===== config.mk =====
export PLATFORM = sky130hd
export DESIGN_NAME = multi_cycle_controller
export DESIGN_NICKNAME = d
export VERILOG_FILES = /design/src/rtl/multi_cycle_controller.sv
export SDC_FILE = /design/constraint.sdc
export NUM_CORES = 1
export LEC_CHECK = 0
export ABC_AREA = 1
export BUFFER_PORTS_ARGS = -buffer_cell sky130_fd_sc_hd__buf_4
export CAP_MARGIN = 20
export CORE_MARGIN = 3
export CORE_UTILIZATION = 39
export DETAILED_ROUTE_END_ITERATION = 12
export PLACE_DENSITY = 0.74
export RECOVER_POWER = 50
export SYNTH_ARGS = -nofsm -noshare
export SYNTH_HDL_FRONTEND = slang
export SYNTH_SLANG_ARGS = --single-unit

===== constraint.sdc =====
create_clock -name clk -period 1 [get_ports clk]
set_input_delay 0.1 -clock clk [delete_from_list [all_inputs] [get_ports clk]]
set_output_delay 0.1 -clock clk [all_outputs]
set_load 0.01 [all_outputs]

===== src/rtl/multi_cycle_controller.sv =====
`default_nettype none
// ============================================================================
//  Module   : multi_cycle_controller
//  Purpose  : Main control FSM of the multi-cycle RV32I core. It sequences the
//             shared ALU, unified memory, IR/OldPC/Data/ALUOut registers and
//             the register file through fetch/decode/execute/memory/writeback.
//  Revision : 1.0  initial release
// ============================================================================
module multi_cycle_controller (
  input  logic       clk,
  input  logic       rst,
  input  logic [6:0] opcode,
  input  logic [2:0] func3,
  input  logic       zero,
  input  logic       neg,
  output logic       PCWrite,
  output logic       AdrSrc,
  output logic       MemWrite,
  output logic       IRWrite,
  output logic       RegWrite,
  output logic [1:0] ResultSrc,
  output logic [1:0] ALUSrcA,
  output logic [1:0] ALUSrcB,
  output logic [1:0] ALUOp,
  output logic [2:0] ImmSrc,
  output logic       instrDone,
  output logic       illegal
);

  localparam logic [3:0] c_ST_RST      = 4'd0;
  localparam logic [3:0] c_ST_FETCH    = 4'd1;
  localparam logic [3:0] c_ST_DECODE   = 4'd2;
  localparam logic [3:0] c_ST_MEMADR   = 4'd3;
  localparam logic [3:0] c_ST_MEMREAD  = 4'd4;
  localparam logic [3:0] c_ST_MEMWB    = 4'd5;
  localparam logic [3:0] c_ST_MEMWRITE = 4'd6;
  localparam logic [3:0] c_ST_EXECR    = 4'd7;
  localparam logic [3:0] c_ST_EXECI    = 4'd8;
  localparam logic [3:0] c_ST_ALUWB    = 4'd9;
  localparam logic [3:0] c_ST_BRANCH   = 4'd10;
  localparam logic [3:0] c_ST_JALRADR  = 4'd11;
  localparam logic [3:0] c_ST_JAL      = 4'd12;
  localparam logic [3:0] c_ST_LUI      = 4'd13;

  localparam logic [6:0] c_OP_LOAD   = 7'b0000011;
  localparam logic [6:0] c_OP_STORE  = 7'b0100011;
  localparam logic [6:0] c_OP_RTYPE  = 7'b0110011;
  localparam logic [6:0] c_OP_ITYPE  = 7'b0010011;
  localparam logic [6:0] c_OP_BRANCH = 7'b1100011;
  localparam logic [6:0] c_OP_JAL    = 7'b1101111;
  localparam logic [6:0] c_OP_JALR   = 7'b1100111;
  localparam logic [6:0] c_OP_LUI    = 7'b0110111;

  localparam logic [2:0] c_IMM_I = 3'b000;
  localparam logic [2:0] c_IMM_S = 3'b001;
  localparam logic [2:0] c_IMM_B = 3'b010;
  localparam logic [2:0] c_IMM_J = 3'b011;
  localparam logic [2:0] c_IMM_U = 3'b100;

  logic [3:0] r_state;
  logic [3:0] w_next;
  logic       w_taken;
  logic       w_legal;

  always_comb begin
    w_legal = 1'b0;
    case (opcode)
      c_OP_LOAD, c_OP_STORE, c_OP_RTYPE, c_OP_ITYPE,
      c_OP_BRANCH, c_OP_JAL, c_OP_JALR, c_OP_LUI: w_legal = 1'b1;
      default:                                    w_legal = 1'b0;
    endcase
  end

  // Unsupported branch conditions simply fall through as not taken.
  always_comb begin
    w_taken = 1'b0;
    case (func3)
      3'b000:  w_taken = zero;
      3'b001:  w_taken = ~zero;
      3'b100:  w_taken = neg;
      3'b101:  w_taken = ~neg;
      default: w_taken = 1'b0;
    endcase
  end

  always_ff @(posedge clk) begin
    if (rst) begin
      r_state <= c_ST_RST;
    end else begin
      r_state <= w_next;
    end
  end

  always_comb begin
    w_next = c_ST_RST;
    case (r_state)
      c_ST_RST:      w_next = c_ST_FETCH;
      c_ST_FETCH:    w_next = c_ST_DECODE;
      c_ST_DECODE: begin
        case (opcode)
          c_OP_LOAD, c_OP_STORE: w_next = c_ST_MEMADR;
          c_OP_RTYPE:            w_next = c_ST_EXECR;
          c_OP_ITYPE:            w_next = c_ST_EXECI;
          c_OP_BRANCH:           w_next = c_ST_BRANCH;
          c_OP_JAL:              w_next = c_ST_JAL;
          c_OP_JALR:             w_next = c_ST_JALRADR;
          c_OP_LUI:              w_next = c_ST_LUI;
          default:               w_next = c_ST_FETCH;
        endcase
      end
      c_ST_MEMADR:   w_next = (opcode == c_OP_LOAD) ? c_ST_MEMREAD : c_ST_MEMWRITE;
      c_ST_MEMREAD:  w_next = c_ST_MEMWB;
      c_ST_MEMWB:    w_next = c_ST_FETCH;
      c_ST_MEMWRITE: w_next = c_ST_FETCH;
      c_ST_EXECR:    w_next = c_ST_ALUWB;
      c_ST_EXECI:    w_next = c_ST_ALUWB;
      c_ST_ALUWB:    w_next = c_ST_FETCH;
      c_ST_BRANCH:   w_next = c_ST_FETCH;
      c_ST_JALRADR:  w_next = c_ST_JAL;
      c_ST_JAL:      w_next = c_ST_ALUWB;
      c_ST_LUI:      w_next = c_ST_FETCH;
      default:       w_next = c_ST_RST;
    endcase
  end

  always_comb begin
    PCWrite   = 1'b0;
    AdrSrc    = 1'b0;
    MemWrite  = 1'b0;
    IRWrite   = 1'b0;
    RegWrite  = 1'b0;
    ResultSrc = 2'b00;
    ALUSrcA   = 2'b00;
    ALUSrcB   = 2'b00;
    ALUOp     = 2'b00;
    instrDone = 1'b0;
    illegal   = 1'b0;
    case (r_state)
      c_ST_FETCH: begin
        IRWrite   = 1'b1;
        PCWrite   = 1'b1;
        ALUSrcB   = 2'b10;
        ResultSrc = 2'b10;
      end
      c_ST_DECODE: begin
        // ALUOut captures OldPC+imm so branch/JAL targets are ready later.
        ALUSrcA = 2'b01;
        ALUSrcB = 2'b01;
        illegal = ~w_legal;
      end
      c_ST_MEMADR: begin
        ALUSrcA = 2'b10;
        ALUSrcB = 2'b01;
      end
      c_ST_MEMREAD: begin
        AdrSrc = 1'b1;
      end
      c_ST_MEMWB: begin
        ResultSrc = 2'b01;
        RegWrite  = 1'b1;
        instrDone = 1'b1;
      end
      c_ST_MEMWRITE: begin
        AdrSrc    = 1'b1;
        MemWrite  = 1'b1;
        instrDone = 1'b1;
      end
      c_ST_EXECR: begin
        ALUSrcA = 2'b10;
        ALUOp   = 2'b10;
      end
      c_ST_EXECI: begin
        ALUSrcA = 2'b10;
        ALUSrcB = 2'b01;
        ALUOp   = 2'b11;
      end
      c_ST_ALUWB: begin
        RegWrite  = 1'b1;
        instrDone = 1'b1;
      end
      c_ST_BRANCH: begin
        ALUSrcA   = 2'b10;
        ALUOp     = 2'b01;
        PCWrite   = w_taken;
        instrDone = 1'b1;
      end
      c_ST_JALRADR: begin
        ALUSrcA = 2'b10;
        ALUSrcB = 2'b01;
      end
      c_ST_JAL: begin
        // PC takes the ALUOut target while ALUOut is refilled with OldPC+4.
        ALUSrcA = 2'b01;
        ALUSrcB = 2'b10;
        PCWrite = 1'b1;
      end
      c_ST_LUI: begin
        ResultSrc = 2'b11;
        RegWrite  = 1'b1;
        instrDone = 1'b1;
      end
      default: begin
      end
    endcase
  end

  // Immediate format follows the opcode directly; held at 0 while in reset.
  always_comb begin
    ImmSrc = c_IMM_I;
    if (r_state != c_ST_RST) begin
      case (opcode)
        c_OP_LOAD, c_OP_ITYPE, c_OP_JALR: ImmSrc = c_IMM_I;
        c_OP_STORE:                       ImmSrc = c_IMM_S;
        c_OP_BRANCH:                      ImmSrc = c_IMM_B;
        c_OP_JAL:                         ImmSrc = c_IMM_J;
        c_OP_LUI:                         ImmSrc = c_IMM_U;
        default:                          ImmSrc = 3'b000;
      endcase
    end
  end

endmodule
`default_nettype wire


Yosys cells after proc, flatten, opt, wreduce, memory -nomap -nowiden
Cells that the tools add are included.
W data, S select, Z words.

storage, ports and cells
  register bits = 4
  bits of input ports = 14
  output and inout port bits = 18
  word-level logic and storage cells = 60

operators by class
  equal/unequal tests = 24
  mux-type cells = 18
  bitwise gates (word level) = 3
  reduce and logical (&&, ||, !) cells = 14

operators by type and width
  operator              number
  $pmux W4 S7           2
  $eq A4 B4 Y1 const B  6
  $eq A7 B6 Y1 const B  3
  $eq A7 B7 Y1 const B  3
  $eq A4 B3 Y1 const B  4
  $pmux W2 S3           2
  $pmux W3 S4           1
  $reduce_or A5 Y1      2
  $eq A4 B2 Y1 const B  2
  $pmux W2 S2           2
  $reduce_or A2 Y1      4
  $reduce_or A8 Y1      1
  $eq A7 B2 Y1 const B  1
  $eq A7 B5 Y1 const B  1
  $mux W1               7
  $eq A3 B3 Y1 const B  2
  $reduce_or A3 Y1      2
  $reduce_or A6 Y1      1
  $eq A4 B1 Y1 const B  1
  $logic_not A4 Y1      1
  $pmux W1 S4           1
  $reduce_bool A4 Y1    1
  $reduce_or A4 Y1      1
  $eq A3 B1 Y1 const B  1
  5 further kinds       7

Logic depth before layout (Yosys ltp)
Gate-level depths: netlist of run 1.

  word-level depth = 5
  depth in mapped cells = 9
  gate-level depth less buffers = 9

Worst setup path before layout of run 1
No wires, ideal clock.

  kind = reg2out
  start = reg r_state[3]
  end = out PCWrite
  arrival = 1070 ps
  required time = 900 ps
  path slack = -170 ps
  stages on the path, launching flop included = 7
  path buffers = 0
  path through = dfxtp_1 -> nor2_4 -> inv_4 -> nor2_2 -> inv_2 -> nand2_1 -> a31o_1

between the ends
  cells in the longest elaborated chain, start to end = 3
  elaborated cells between the ends (all ways) = 5
  those cells by class = eq/ne: 3; mux: 1; reduce/logical: 1

ends and longest elaborated chain
  what                                                 RTL line  source
  start, declared                                      60        logic [3:0] r_state;
  start signal, assigned                               88        r_state <= c_ST_RST;
  start signal, assigned                               90        r_state <= w_next;
  $eq A4 B4 Y1 / $eq A4 B1 Y1 (equally long branches)  138       case (r_state)
  $reduce_or A2 Y1 (no source line)                    n/a
  $pmux W1 S2 *                                        138
  end, declared                                        16        output logic PCWrite,

Mark *: on every way between the ends. The rest lies on a longest branch, timed or not.

Worst setup path in the final report of run 1
Ends and elaborated chain as after synthesis.

==> results of run 1 <==
area by class of cell:
| class | count | area (µm²) | area share |
|---|---|---|---|
| multi-input cells | 85 | 518 | 0.444 |
| well taps | 15 | 18.8 | 0.0161 |
| inverters | 20 | 83.8 | 0.0718 |
| clock buffers | 3 | 22.5 | 0.0193 |
| flip-flops and latches | 4 | 92.6 | 0.0793 |
| repair buffers | 56 | 432 | 0.370 |
what timing repair did:
action | CTS | global route
setup buffers | 4 | 2
setup endpoints to repair | 22 | 22
hold buffers | 0 | 0
cloned | 0 | 0
resized for setup | 24 | 12
pin swaps | 6 | 2
hold endpoints to repair | 0 | 0
power by group through the flow:
stage / combinational (mW) / clock, mW / sequential (mW)
finish: 0.710 / 0.227 / 0.213
detailed placement: 0.575 / 0 / 0.204
floorplan: 0.270 / 0 / 0.202
global route: 0.760 / 0.240 / 0.214
global placement: 0.561 / 0 / 0.203
CTS: 0.643 / 0.230 / 0.205
cell families after synthesis:
family                 count (synthesis)  synth area share
AND/OR/NAND/NOR                       68             0.552
buffers and inverters                 20             0.134
AO/OA/AOI/OAI                         16             0.162
flip-flops                             4             0.138
XOR/XNOR                               1            0.0151
synth_stat cells:
master	n
a21oi_1	4
a21oi_2	1
a31o_1	1
a31oi_1	1
clkinv_1	1
dfxtp_1	4
inv_1	14
inv_2	4
inv_4	1
nand2_1	28
nand2_2	2
nand3_1	7
nand3_2	2
nand4_1	1
nor2_1	19
nor2_2	4
nor2_4	3
nor3_1	1
nor4_1	1
o21ai_0	3
o21ai_1	4
o21ai_2	1
o22ai_1	1
xnor2_1	1
path summary, 6_finish.rpt:
| check | to | depth (start not counted) |
|---|---|---|
| max | PCWrite | 6 |
| min | r_state[0] | 2 |
| max reg2reg | r_state[3] | 8 |
| min reg2reg | r_state[2] | 4 |
metal layers:
| layer | part of all wire | vias up |
|---|---|---|
| met5 | 0 | - |
| met4 | 0.031 | 0 |
| met3 | 0.068 | 7 |
| met2 | 0.55 | 44 |
| met1 | 0.36 | 433 |
| li1 | - | 459 |
through the flow:
step / setup TNS, ns / cells / instance area (µm²) / hold WS [ns]
2_1_floorplan: -0.0523 / 109 / 597 / 0.155
3_3_place_gp: -1.14 / 174 / 991 / 0.277
3_5_place_dp: -1.39 / 174 / 991 / 0.287
4_1_cts: -5.20 / 181 / 1100 / 0.0259
5_1_grt: -7.34 / 183 / 1170 / 0.0310
6_report: -6.14 / 183 / 1170 / 0.0323
==> run summary, run 1 <==
synth unique cells: 24
Ys Warns: 0
FF-to-FF Start: r_state[2]
Remaining Overflow, GRT: 0
Clk network pwr share: 0.197
Critical Path Max Stage Delay: 0.36 ns
Die Y: 44.6 µm
Worst Path Buf+Inv: 2
Syn Area/Cell: 5.33 µm²
sequential share of power: 0.185
worst-skew pair later-pin latency: 0.26 ns
most frequent cells in the layout: 53 x buf_4, 24 x nand2_1, 11 x nor2_1
Final Hold Viols: 0
number of global-route vias before repair: 846
Power Density: 985 nW/µm²
Ports: 32
Pins Over Slew Limit: 0
initial antenna violation count: 0
Switching Share: 0.421
Total Routing Usage GR: 0.245
period utilisation layout: 1.40
P_int: 0.666 mW
CP Cell Sequence: nand2_1 -> clkinv_2 -> nand2_1 -> nand2_2 -> a31o_1 -> buf_6
Gate power share: 0.618
CTS tree: built
setup ws final: -0.403 ns
Initial Util: 0.430
Routed Antenna Nets: 0
die span in x: 44.6 µm
Crit path arrival time: 1.30 ns
Final GP Congestion: 0.911
first-pass GRT wire length: 3420 µm
FILL cells: 83
CP Launch Point: r_state[3]
Worst-path clk slew: 0.05 ns
Post-Synthesis Cells: 109
f_max: 713 MHz
Antenna Cells: 0
NetSw: 0.484 mW
clk root buf: clkbuf_4
biggest regs: r_state x4
drt drc: 0
top cells by area, synth: nand2_1 18%, dfxtp_1 14%, nor2_1 12%
M3 GR Usage: 0.0528
Syn Nets: 123
CP Launch Type: register
WS Path Type: register to output port
P&R area growth vs syn: 101%
Worst VDD drop: 0.918 mV
post-synthesis sequential area ratio: 0.138
max reg flops: 4
fin util: 0.865
clock buffers created by TritonCTS: 3
cell taking the most area after synthesis: nand2_1
Core ar.: 1350 µm²
Slew @ Worst Pin: 0.227 ns
failing checks: negative setup slack
CP max-delay cell: dfxtp_4
overall power: 1.15 mW
max_cap viols: 0
post-route minimum period: 1.40 ns
H-tree Lvls: 1
dpl hpwl: 1630 µm
DRT Pass-1 Iters: 5
Worst Hold Class: input pin to register
Mapped Area: 581 µm²
CP max FO: 4
busiest grt layer: met2
wire per inst: 13.1 µm
Leak Pwr: 0.632 nW
Place WS: -0.120 ns
NumNets Final: 184
Synth Register Bits: 4
WP data required: 0.90 ns
Die ar.: 1990 µm²
# port buffers: 31
CTS sink cnt: 4
final wirelength: 2410 µm
met1 Track Usage GR: 0.218
layout cell share with drive strength beyond 1: 0.631
pin count of the biggest net entering global routing: 8
Initial DRC Count: 16
Largest Register: r_state
row count: 13
status: finished, violations left
met2 Use GR: 0.461
RSZ-0062 raised after global routing: yes
cell mode on critical path: nand2_1
via count: 943
setup slack, reg-to-reg: -0.18 ns
post-DR vias/cell: 5.15
Final setup viols: 22
Top Family by Delay on Critical Path: flip-flops
Max-slew headroom: 0.847
commonest non-fill, non-tap cell in the layout: buf_4
hold path start: rst
CP endpoint kind: output port
CTS Buffer Depth: 2
Yosys top cell area share: 0.181
Layout Skew: 0.0119 ns
Power figures use the tool's default switching activity.
==> run 2: changes to the inputs <==
Settings changed: CTS_BUF_LIST set to sky130_fd_sc_hd__clkbuf_16, PLACE_DENSITY 0.74 to unset, PLACE_DENSITY_LB_ADDON set to 0.05.
==> run 2 against run 1 <==
  * The flow still finishes with violations (negative setup slack)
  * Via count grew 9.2%
  * Non-clock buffer count grew 1
  * Worst setup slack gained 0.0074 ns
  * Clock skew shrank 0.011 ns
  * Die area is the same
  * Combinational power grew 9.0%
  * Core utilization grew 5.4 points
  * Critical path depth grew 2
  * Register-to-register slack lost 0.15 ns
  * Clock power grew to 2.7 times the previous value
  * Global-route usage grew 0.89 points
  * Worst hold slack gained 0.022 ns
  * Critical endpoint unchanged
  * Largest cell class unchanged
==> run summary, run 2 (same netlist as run 1, synthesis figures left out) <==
number of global-route vias before repair: 907
Ports: 32
clock buffers created by TritonCTS: 3
RSZ-0062 raised after global routing: yes
setup ws final: -0.395 ns
fin util: 0.918
biggest regs: r_state x4
Core ar.: 1350 µm²
FF-to-FF Start: r_state[1]
Die Y: 44.6 µm
first-pass GRT wire length: 3690 µm
Setup crit end: PCWrite
Final setup viols: 22
f_max: 717 MHz
R2R cell count: 9
most frequent cells in the layout: 51 x buf_4, 23 x nand2_1, 10 x nor2_4
Critical Path Max Stage Delay: 0.37 ns
WS Path Type: register to output port
Worst VDD drop: 1.31 mV
Final GP Congestion: 0.843
Power Density: 1310 nW/µm²
Worst-path clk slew: 0.03 ns
H-tree Lvls: 1
area occupied by multi-input gates: 515 µm²
Largest Register: r_state
Placed Area: 991 µm²
Initial DRC Count: 29
DRT Pass-1 Iters: 4
setup slack, reg-to-reg: -0.33 ns
Antenna Cells: 0
commonest non-fill, non-tap cell in the layout: buf_4
Layout Skew: 0.000892 ns
drt drc: 0
WP data required: 0.90 ns
CP endpoint kind: output port
CP max FO: 5
Routed Antenna Nets: 0
pin count of the biggest net entering global routing: 8
max reg flops: 4
CP max-delay cell: dfxtp_4
FF+latch area: 92.6 µm²
Place WS: -0.185 ns
CP Launch Type: register
Reg-to-Reg End: r_state[0]
CP Launch Point: r_state[0]
CTS tree: built
CTS sink cnt: 4
Die ar.: 1990 µm²
worst-skew pair later-pin latency: 0.22 ns
post-route minimum period: 1.40 ns
fin area: 1240 µm²
FILL cells: 57
max_cap viols: 0
Total Routing Usage GR: 0.254
post-DR vias/cell: 5.60
CTS Buffer Depth: 2
Slew @ Worst Pin: 0.243 ns
via count: 1030
Leak Pwr: 0.638 nW
initial antenna violation count: 0
Worst Hold Class: input pin to register
layout cell share with drive strength beyond 1: 0.645
Final Hold Viols: 0
Crit path arrival time: 1.30 ns
failing checks: negative setup slack
final wirelength: 3170 µm
Remaining Overflow, GRT: 0
P&R area growth vs syn: 114%
wire per inst: 17.2 µm
Pins Over Slew Limit: 0
Initial Util: 0.430
dpl hpwl: 1660 µm
Max-slew headroom: 0.838
die span in x: 44.6 µm
row count: 13
# port buffers: 31
period utilisation layout: 1.40
CP Cell Sequence: inv_4 -> nor2_4 -> inv_4 -> nor2_4 -> inv_2 -> nand2_2 -> a31o_1 -> buf_4
NumNets Final: 185
clk root buf: clkbuf_16
status: finished, violations left
==> run 2: cell count changes in the layout (fill, tap and decap cells not counted), moves of 2 or more <==
cell / delta
nand2_2: +3
nand2_4: -2
nor2_1: -4
clkbuf_4: -3
clkbuf_16: +3
buf_4: -2
inv_4: +2
buf_6: +3
nor2_4: +3
inv_2: -2
==> run 2: how the worst min path moves through the flow <==
stage	start	end	slack, ns	cells past startpoint
after global placement	rst	r_state[0]	0.28	2
after CTS	rst	r_state[0]	0.05	2
after global routing	rst	r_state[0]	0.07	2
after detailed placement	rst	r_state[0]	0.28	2
after floorplan	rst	r_state[0]	0.16	1
final	rst	r_state[0]	0.05	2
==> run 2: area by class of cell <==
cell class              instances  area share
clock buffers                   3      0.0605
inverters                      20      0.0706
multi-input cells              85       0.416
flip-flops and latches          4      0.0747
well taps                      15      0.0151
repair buffers                 57       0.363
==> run 2: per-layer routing <==
layer  up-vias  track usage  wire, µm
li1        468            -         -
met1       457        0.265      1140
met2        82        0.433      1520
met3        23       0.0732       291
met4         0        0.169       212
met5         -            0         0
==> run 2: stage by stage <==
stage / TNS, ns / power [mW] / std cells / hold slack [ns]
final: -6.63 / 1.62 / 184 / 0.0543
after global placement: -1.29 / 0.784 / 174 / 0.280
after detailed placement: -1.71 / 0.801 / 174 / 0.278
after global routing: -7.29 / 1.68 / 184 / 0.0652
after CTS: -5.16 / 1.46 / 181 / 0.0500
after floorplan: -0.0523 / 0.471 / 109 / 0.155
==> run 2: what timing repair did <==
action / in CTS / in global routing
setup buffers: 4 / 3
pin swaps: 5 / 3
hold buffers: 0 / 0
setup endpoints to repair: 22 / 22
resized for setup: 16 / 26
==> run 2: critical path: cells and delay by family (launching register included) <==
kind / cells / cell delay, ns
DFF: 1 / 0.37
AOI/OAI and AO/OA: 1 / 0.18
and+or+nand+nor: 3 / 0.14
buffers and inverters: 4 / 0.37
==> run 2: power breakdown <==
| group | total (mW) | switching [mW] | internal [mW] |
|---|---|---|---|
| sequential | 0.229 | 0.0478 | 0.181 |
| clock | 0.619 | 0.109 | 0.510 |
| combinational | 0.774 | 0.398 | 0.376 |
| total | 1.62 | 0.555 | 1.07 |
